**src/rtl/clk_div_pkg.sv**
```systemverilog
// -----------------------------------------------------------------------------
// clk_div_pkg
//   Shared constants and helpers for the multi-channel clock divider.
//   DIV_W_DEF : default divisor width
//   MIN_DIV   : smallest divisor a channel will ever run with
//   clamp_div : raises divisors below MIN_DIV (0 and 1) to MIN_DIV
// -----------------------------------------------------------------------------
package clk_div_pkg;

    localparam int DIV_W_DEF = 16;
    localparam int MIN_DIV   = 2;

    // Operates on a 32-bit container so one function serves any DIV_W <= 32;
    // callers truncate the result back to their own width.
    function automatic logic [31:0] clamp_div(input logic [31:0] value);
        return (value < 32'(MIN_DIV)) ? 32'(MIN_DIV) : value;
    endfunction

endpackage

```
**src/rtl/clk_div_channel.sv**
```systemverilog
// -----------------------------------------------------------------------------
// clk_div_channel
//   One divider channel: period counter, shadow divisor with pending flag,
//   apply logic and registered clock / strobe outputs.
//
//   clk_in     in  system clock
//   aresetn    in  asynchronous active-low reset
//   en         in  run enable; low holds the counter at 0 and outputs low
//   restart    in  realign counter to 0 and apply any pending divisor
//   wr         in  load wr_div into the shadow (only asserted while !pend)
//   wr_div     in  new divisor, already clamped to >= 2
//   clk_out    out divided clock, high for floor(D/2) of every D cycles
//   strobe_out out one-cycle pulse on the last count of each period
//   pend       out shadow divisor waiting for a period boundary
// -----------------------------------------------------------------------------
module clk_div_channel #(
    parameter int DIV_W       = 16,
    parameter int DEFAULT_DIV = 4
) (
    input  logic             clk_in,
    input  logic             aresetn,
    input  logic             en,
    input  logic             restart,
    input  logic             wr,
    input  logic [DIV_W-1:0] wr_div,
    output logic             clk_out,
    output logic             strobe_out,
    output logic             pend
);

    logic [DIV_W-1:0] cnt;
    logic [DIV_W-1:0] div_act;
    logic [DIV_W-1:0] div_pend;

    logic             wrap;
    logic             apply_now;
    logic [DIV_W-1:0] div_eff;
    logic [DIV_W-1:0] cnt_next;
    logic             clk_next;
    logic             strobe_next;

    // A pending divisor goes live at the natural wrap, or immediately when
    // the channel is idle or being realigned, since no period is in flight.
    assign wrap      = (cnt == div_act - DIV_W'(1));
    assign apply_now = pend && (restart || !en || wrap);
    assign div_eff   = apply_now ? div_pend : div_act;

    always_comb begin
        cnt_next    = '0;
        clk_next    = 1'b0;
        strobe_next = 1'b0;
        if (restart) begin
            // Count 0 is always in the high phase because every divisor >= 2.
            clk_next = en;
        end else if (en) begin
            cnt_next    = wrap ? '0 : cnt + DIV_W'(1);
            // Outputs are decoded from the count being entered, using the
            // divisor that count belongs to, so the flops line up with cnt.
            clk_next    = (cnt_next < (div_eff >> 1));
            strobe_next = (cnt_next == div_eff - DIV_W'(1));
        end
    end

    always_ff @(posedge clk_in or negedge aresetn) begin
        if (!aresetn) begin
            cnt        <= '0;
            div_act    <= DIV_W'(DEFAULT_DIV);
            div_pend   <= DIV_W'(DEFAULT_DIV);
            pend       <= 1'b0;
            clk_out    <= 1'b0;
            strobe_out <= 1'b0;
        end else begin
            cnt        <= cnt_next;
            clk_out    <= clk_next;
            strobe_out <= strobe_next;
            if (apply_now) begin
                div_act <= div_pend;
            end
            // wr only arrives while pend is clear, so it never races an apply.
            if (wr) begin
                div_pend <= wr_div;
                pend     <= 1'b1;
            end else if (apply_now) begin
                pend <= 1'b0;
            end
        end
    end

endmodule

```
**src/rtl/clk_divider_mc.sv**
```systemverilog
// -----------------------------------------------------------------------------
// clk_divider_mc
//   N_CH independent clock dividers off clk_in with glitch-free registered
//   outputs. Divisors are written through a valid/ready port and take effect
//   only at a period boundary.
//
//   clk_in       in  system clock (only clock)
//   aresetn      in  asynchronous active-low reset
//   en           in  [N_CH]  per-channel run enable
//   sync_restart in  one-cycle pulse realigning every channel to count 0
//   div_value    in  [DIV_W] new divisor (0 and 1 are treated as 2)
//   div_ch       in  [CH_W]  target channel; out-of-range writes are dropped
//   div_valid    in  divisor write request
//   div_ready    out write accepted when div_valid && div_ready
//   clk_out      out [N_CH]  divided clocks
//   strobe_out   out [N_CH]  last-count-of-period pulses
//
//   DIV_W must not exceed 32.
// -----------------------------------------------------------------------------
module clk_divider_mc
    import clk_div_pkg::*;
#(
    parameter  int N_CH        = 4,
    parameter  int DIV_W       = DIV_W_DEF,
    parameter  int DEFAULT_DIV = 4,
    localparam int CH_W        = (N_CH > 1) ? $clog2(N_CH) : 1
) (
    input  logic             clk_in,
    input  logic             aresetn,
    input  logic [N_CH-1:0]  en,
    input  logic             sync_restart,
    input  logic [DIV_W-1:0] div_value,
    input  logic [CH_W-1:0]  div_ch,
    input  logic             div_valid,
    output logic             div_ready,
    output logic [N_CH-1:0]  clk_out,
    output logic [N_CH-1:0]  strobe_out
);

    logic [N_CH-1:0]  pend;
    logic [N_CH-1:0]  wr;
    logic [DIV_W-1:0] div_clamped;

    assign div_clamped = DIV_W'(clamp_div(32'(div_value)));

    // A channel with a divisor still waiting for its boundary back-pressures.
    // Addresses with no channel behind them stay ready so a stray write
    // completes and is silently dropped instead of hanging the master.
    always_comb begin
        div_ready = 1'b1;
        for (int i = 0; i < N_CH; i++) begin
            if (div_ch == CH_W'(i)) begin
                div_ready = !pend[i];
            end
        end
    end

    for (genvar g = 0; g < N_CH; g++) begin : g_ch
        assign wr[g] = div_valid && div_ready && (div_ch == CH_W'(g));

        clk_div_channel #(
            .DIV_W       (DIV_W),
            .DEFAULT_DIV (DEFAULT_DIV)
        ) u_ch (
            .clk_in     (clk_in),
            .aresetn    (aresetn),
            .en         (en[g]),
            .restart    (sync_restart),
            .wr         (wr[g]),
            .wr_div     (div_clamped),
            .clk_out    (clk_out[g]),
            .strobe_out (strobe_out[g]),
            .pend       (pend[g])
        );
    end

endmodule

```
**config.mk**
```make
export PLATFORM = sky130hd
export DESIGN_NAME = clk_divider_mc
export DESIGN_NICKNAME = d
export VERILOG_FILES = /design/src/rtl/clk_div_pkg.sv /design/src/rtl/clk_div_channel.sv /design/src/rtl/clk_divider_mc.sv
export SDC_FILE = /design/constraint.sdc
export NUM_CORES = 1
export LEC_CHECK = 0
export ABC_AREA = 1
export CAP_MARGIN = 15
export CORE_UTILIZATION = 55
export CTS_CLUSTER_SIZE = 40
export DETAILED_ROUTE_END_ITERATION = 6
export GPL_ROUTABILITY_DRIVEN = 0
export PLACE_DENSITY = 0.72
export SETUP_SLACK_MARGIN = 0.2
export SKIP_LAST_GASP = 1
export SYNTH_ARGS = -nofsm -noshare
export SYNTH_HDL_FRONTEND = slang
export SYNTH_SLANG_ARGS = --single-unit
export TNS_END_PERCENT = 100
```
**constraint.sdc**
```tcl
create_clock -name clk_in -period 5.6 [get_ports clk_in]
set_input_delay 0.84 -clock clk_in [delete_from_list [all_inputs] [get_ports clk_in]]
set_output_delay 0.84 -clock clk_in [all_outputs]
set_load 0.02 [all_outputs]
```
After elaboration in Yosys (flattened, before gate mapping). Index checks and enable logic that the tools add are counted.

$add $sub $neg: 12. Order comparisons: 5. Equal/unequal tests: 11. Mux-type cells: 45. Reduce and logical (&&, ||, !) cells: 30.

Operators by type and width (count): two-way mux 16 bit (17); == test 16 bit (8); subtractor 16 x 1 -> 16 bit, second input constant (8); adder 16 x 1 -> 16 bit, second input constant (4); less-than comparator 16 x 15 -> 1 bit (4); two-way mux 1 bit (28); less-than comparator 16 x 2 -> 1 bit, second input constant (1); logical AND 1 bit (9); logical NOT 1 bit (8); logical OR 1 bit (8); nonzero test 2 bit (4); == test 2 bit, second input constant (2); == test 2 x 1 -> 1 bit, second input constant (1); logical NOT 2 bit (1).

Register bits: 204. Bits of input ports: 26. Output and inout port bits: 9. Word-level logic and storage cells: 127.

Logic depth before layout (Yosys ltp).
Depth in word-level cells: 9. Depth in mapped cells: 30.

Modules after synthesis. Synthesis repeated with hierarchy kept, for this count alone.

Cells, all modules: 2489. Area, all modules: 16772.3 um^2.

Modules (own cells, without submodules): clk_div_channel (g_ch[1].u_ch ...) (instances 2, cells an instance 605, area an instance 4159.0 um^2, seq. area each 1278.7 um^2); clk_div_channel (g_ch[3].u_ch) (instances 1, cells an instance 630, area an instance 4187.8 um^2, seq. area each 1278.7 um^2); clk_div_channel (g_ch[0].u_ch) (instances 1, cells an instance 601, area an instance 4068.9 um^2, seq. area each 1278.7 um^2); clk_divider_mc (instances 1, cells an instance 48, area an instance 197.7 um^2, seq. area each 0.0 um^2).

Least setup slack after synthesis. No wires, ideal clock.

Path type: register -> register. Start point: register g_ch[3].u_ch.div_act[0]. End point: register g_ch[3].u_ch.clk_out. Data arrival time: 3016 ps. Data required time: 5478 ps. Setup slack: 2462 ps. Cell stages (with the launch flop): 22. Buffers on the path: 1. Period minus slack after synthesis: 3138 ps. Path through: dfrtp_1 inv_2 ha_1 nand3_2 nor2_1 xor2_1 nand3_1 nor3_1 nand2_2 nand2_2 nand2_2 buf_4 nand2_1 o21a_1 inv_1 ha_1 a21boi_0 nand3_1 o211ai_1 a31oi_1 nand2_1 a21oi_1.

Cells in the longest elaborated chain, start to end: 8.

RTL lines: from (decl) (RTL line clk_div_channel.sv:32) `logic [DIV_W-1:0] div_act;`; from (signal assigned) (RTL line clk_div_channel.sv:67) `div_act <= DIV_W'(DEFAULT_DIV);`; from (signal assigned) (RTL line clk_div_channel.sv:77) `div_act <= div_pend;`; subtractor 16 x 1 -> 16 bit (RTL line clk_div_channel.sv:44) `assign wrap = (cnt == div_act - DIV_W'(1));`; == test 16 bit (RTL line clk_div_channel.sv:44); logical OR 1 bit (RTL line clk_div_channel.sv:45) `assign apply_now = pend && (restart || !en || wrap);`; logical AND 1 bit (RTL line clk_div_channel.sv:45); two-way mux 16 bit; named net g_ch[3].u_ch.div_eff[15] (RTL line clk_div_channel.sv:37) `logic [DIV_W-1:0] div_eff;`; less-than comparator 16 x 15 -> 1 bit (RTL line clk_div_channel.sv:59) `clk_next = (cnt_next < (div_eff >> 1));`; two-way mux 1 bit (RTL line clk_div_channel.sv:55) `end else if (en) begin`; two-way mux 1 bit (RTL line clk_div_channel.sv:52) `if (restart) begin`; named net g_ch[3].u_ch.clk_next (RTL line clk_div_channel.sv:39) `logic clk_next;`; to (signal assigned) (RTL line clk_div_channel.sv:74) `clk_out <= clk_next;`; to (decl) (RTL line clk_div_channel.sv:26) `output logic clk_out,`.

The timed path passes the listed nets, and every way through them passes these cells. A chain may end at the register's enable or synchronous reset.

Worst setup path after layout.
Start point: register g_ch[3].u_ch.div_act[0]. End point: register g_ch[3].u_ch.strobe_out.

Cells in the longest elaborated chain, start to end: 9.

RTL lines: subtractor 16 x 1 -> 16 bit (RTL line clk_div_channel.sv:44); == test 16 bit (RTL line clk_div_channel.sv:44); logical OR 1 bit (RTL line clk_div_channel.sv:45); logical AND 1 bit (RTL line clk_div_channel.sv:45); two-way mux 16 bit; subtractor 16 x 1 -> 16 bit (RTL line clk_div_channel.sv:60) `strobe_next = (cnt_next == div_eff - DIV_W'(1));`; == test 16 bit (*) (RTL line clk_div_channel.sv:60); two-way mux 1 bit (*) (RTL line clk_div_channel.sv:55); two-way mux 1 bit (*) (RTL line clk_div_channel.sv:52); named net g_ch[3].u_ch.strobe_next (RTL line clk_div_channel.sv:40) `logic strobe_next;`; to (signal assigned) (RTL line clk_div_channel.sv:75) `strobe_out <= strobe_next;`; to (decl) (RTL line clk_div_channel.sv:27) `output logic strobe_out,`.

The timed path passes the listed nets; every way through them passes the cells marked *.

==> metrics <==
Synth warnings 0; pwr dens 349 nW/um^2; vias post-DR 15,000; mapped cell area 16,000 sq um; EDFF count, synth 0; Area Growth Syn to Fin 8.55%; min-delay worst type in2async; Seq cells post-synth 204; slew at the pin with the worst max-slew slack 1.01 ns; post-synthesis sequential area ratio 0.319; # resized after CTS 0; Final Hold Fails 0; Hold-fix buffers, CTS 0; Synth area leaders dfrtp_1, nand2_1, inv_1; Row Count 62; slowest CP cell nand2_2; CTS max path bufs 3; htree depth 1; Synth Area per Inst 6.75 sq um; Die W 173 um; fin crit period 4.32 ns; Final Util 0.607; CP Capture Type register; DRT iter0 DRCs 1,275; post-synth top area share 0.306; relative slew slack 0.327; drt first pass iters 6; maximum single-stage delay on the critical path 0.42 ns; Worst-path clk slew 0.06 ns; commonest non-fill, non-tap cell in the layout nand2_1; initial antenna violation count 0; Bufs and invs on worst path 3; root buffer cell clkbuf_16; CP startpoint kind register; Worst Clk Skew 0.00959 ns; drt total wl 42.6 mm; Req. time, crit path 6.05 ns; CP arrival 4.77 ns; Top delay family on crit path simple AND/OR/NAND/NOR gates; die footprint 29,900 sq um; Worst VDD drop 248 uV; first-pass GRT wire length 71.2 mm; Static Leakage 8.83 nW; clock sink total 204; Net count, final 2,483; number of antenna diodes 0; fin crit share 0.771; outcome complete, no violations; post-synth top area cell dfrtp_1; fraction of layout cells with a size suffix above 1 0.0814; Core ar. 28,700 sq um; DR WL/cell 15.3 um; CTS tree done; Port-buffer cells 34; fin. max-slew vios 0; Starting Density 0.559; top_reg_cell synth dfrtp_1; RSZ-0062 raised after global routing false; Crit Path Category reg2reg; Vias/cell 5.38; DRC Markers 0; ANT nets after route 0; most frequent cells in the layout nand2_1, inv_1, nor2_1; die height 173 um; Tot Pwr 6.08 mW; worst-skew pair later-pin latency 0.53 ns; Setup Buffers After CTS 0; Final setup violation count 0; vias in the first global route 14,400; total track usage 0.290; synth unique cells 50; f_max 232 MHz; boundary pin count 35; Gate Count Post-Synth 2,377; CTS buffer count 25; largest net degree at the start of global routing 113; total grt overflow 0; cell mode on critical path nor2_1; total of max-cap violations 0; FFs w/ async S/R, synth 1.00; Net Count, Synth 2,471; crit-path max FO 20; TNS Setup 0 ns; hpwl dp 32.9 mm
==> through the flow <==
| stage | hold slack, ns | setup slack [ns] | area, sq um | instances |
|---|---|---|---|---|
| 2_1_floorplan | 0.444 | 2.46 | 16000 | 2377 |
| 3_3_place_gp | 0.459 | 1.31 | 16600 | 2746 |
| 3_5_place_dp | 0.471 | 1.25 | 16600 | 2746 |
| 4_1_cts | 0.349 | 1.38 | 17400 | 2791 |
| 5_1_grt | 0.382 | 0.918 | 17400 | 2791 |
| 6_report | 0.307 | 1.28 | 17400 | 2791 |
==> worst register-to-register path, cell delays in order, from the launching register on <==
cell and delay, ns:
dfrtp_1 0.40, inv_2 0.12, ha_1 0.22, nand3_2 0.15, nor2_2 0.23, nand3_1 0.11
nand2_1 0.08, inv_1 0.03, nor2_1 0.08, nand2_1 0.05, nor2_1 0.13, nand2_2 0.27
nand2_2 0.42, nand2_2 0.35, nand2_1 0.19, nand2_2 0.11, ha_1 0.33, inv_1 0.06
o21ai_0 0.09, nor2_1 0.12, nand2_1 0.06, nor2_1 0.08, nand2_1 0.05, nor2_1 0.10
nand3_1 0.08, nor2_1 0.10, nand4_1 0.11, nor3_2 0.11
==> metal layers <==
| metal | GRT usage | vias up | part of all wire | wire length, um |
|---|---|---|---|---|
| met5 | 0 | - | 0 | 0 |
| met4 | 0.0881 | 0 | 0.031 | 1320 |
| met3 | 0.0321 | 86 | 0.056 | 2400 |
| met2 | 0.483 | 493 | 0.46 | 19500 |
| met1 | 0.397 | 6903 | 0.45 | 19400 |
| li1 | - | 7520 | - | - |
==> logic make-up after synthesis <==
group                      count (synthesis)  share of synthesized area
AOI/OAI and AO/OA                        182                     0.0647
DFF                                      204                      0.319
adders and majority gates                 68                     0.0530
buffers and inverters                    374                     0.0957
xor gates and xnor gates                 114                     0.0665
and+or+nand+nor                         1434                      0.401
muxes                                      1                   0.000702
==> registers in the layout (all words and copies together) (netlist names) <==
signal	cells
g_ch.u_ch.strobe_out	4
g_ch.u_ch.pend	4
g_ch.u_ch.clk_out	4
g_ch.u_ch.div_pend	64
g_ch.u_ch.cnt	64
g_ch.u_ch.div_act	64
==> area by class of cell <==
| class | count | area, sq um |
|---|---|---|
| inverters | 322 | 1210 |
| repair buffers | 37 | 380 |
| clock buffers | 38 | 744 |
| fillers | 2691 | 11300 |
| well taps | 384 | 480 |
| clock inverters | 7 | 92.6 |
| flip-flops and latches | 204 | 5110 |
| multi-input cells | 1799 | 9400 |
==> Yosys cell counts (2+ instances only) <==
cell type  instances
nand2_2           42
dfrtp_1          196
dfstp_2            8
nand3_2           11
o211ai_1           3
buf_6             11
a31oi_1            2
inv_2             14
nor3_1            22
nand3_1          198
buf_4             11
o21ai_2            5
inv_1            305
nor2_1           299
clkbuf_1          23
ha_1              68
nor3_2             2
a21o_1             5
nor2_4            15
o21ai_1            9
o21ai_0          103
nand4_1           42
nor2_2            32
xor2_1            58
o21ai_4            4
nand3b_1          39
clkinv_1           3
o21bai_1           6
nand2_4            9
nor4_1             6
a21boi_0           2
nand2_1          700
a211oi_1           6
or2_2              9
a21oi_1           35
xnor3_1            5
buf_2              6
xnor2_1           51
==> where the power goes <==
part | leakage [nW] | switching, mW | internal (mW) | total [mW]
logic | 5.82 | 1.57 | 0.831 | 2.40
clock network | 0.414 | 0.664 | 1.01 | 1.67
registers | 2.60 | 0.279 | 1.73 | 2.01
total | 8.83 | 2.51 | 3.57 | 6.08
==> worst paths after layout <==
kind                       cells past startpoint  slack [ns]                     start                  endpoint
max                                           27        1.28   g_ch[3].u_ch.div_act[0]   g_ch[3].u_ch.strobe_out
min                                            1        0.31                   aresetn       g_ch[0].u_ch.cnt[9]
max reg2reg                                   27        1.28   g_ch[3].u_ch.div_act[0]   g_ch[3].u_ch.strobe_out
min reg2reg                                    2        0.49  g_ch[1].u_ch.div_pend[0]  g_ch[1].u_ch.div_pend[0]
max in group asynchronous                      2        4.22                   aresetn  g_ch[3].u_ch.div_act[10]
min in group clk_in                            2        0.49  g_ch[1].u_ch.div_pend[0]  g_ch[1].u_ch.div_pend[0]
No activity file was read; power rests on OpenSTA's default activity.
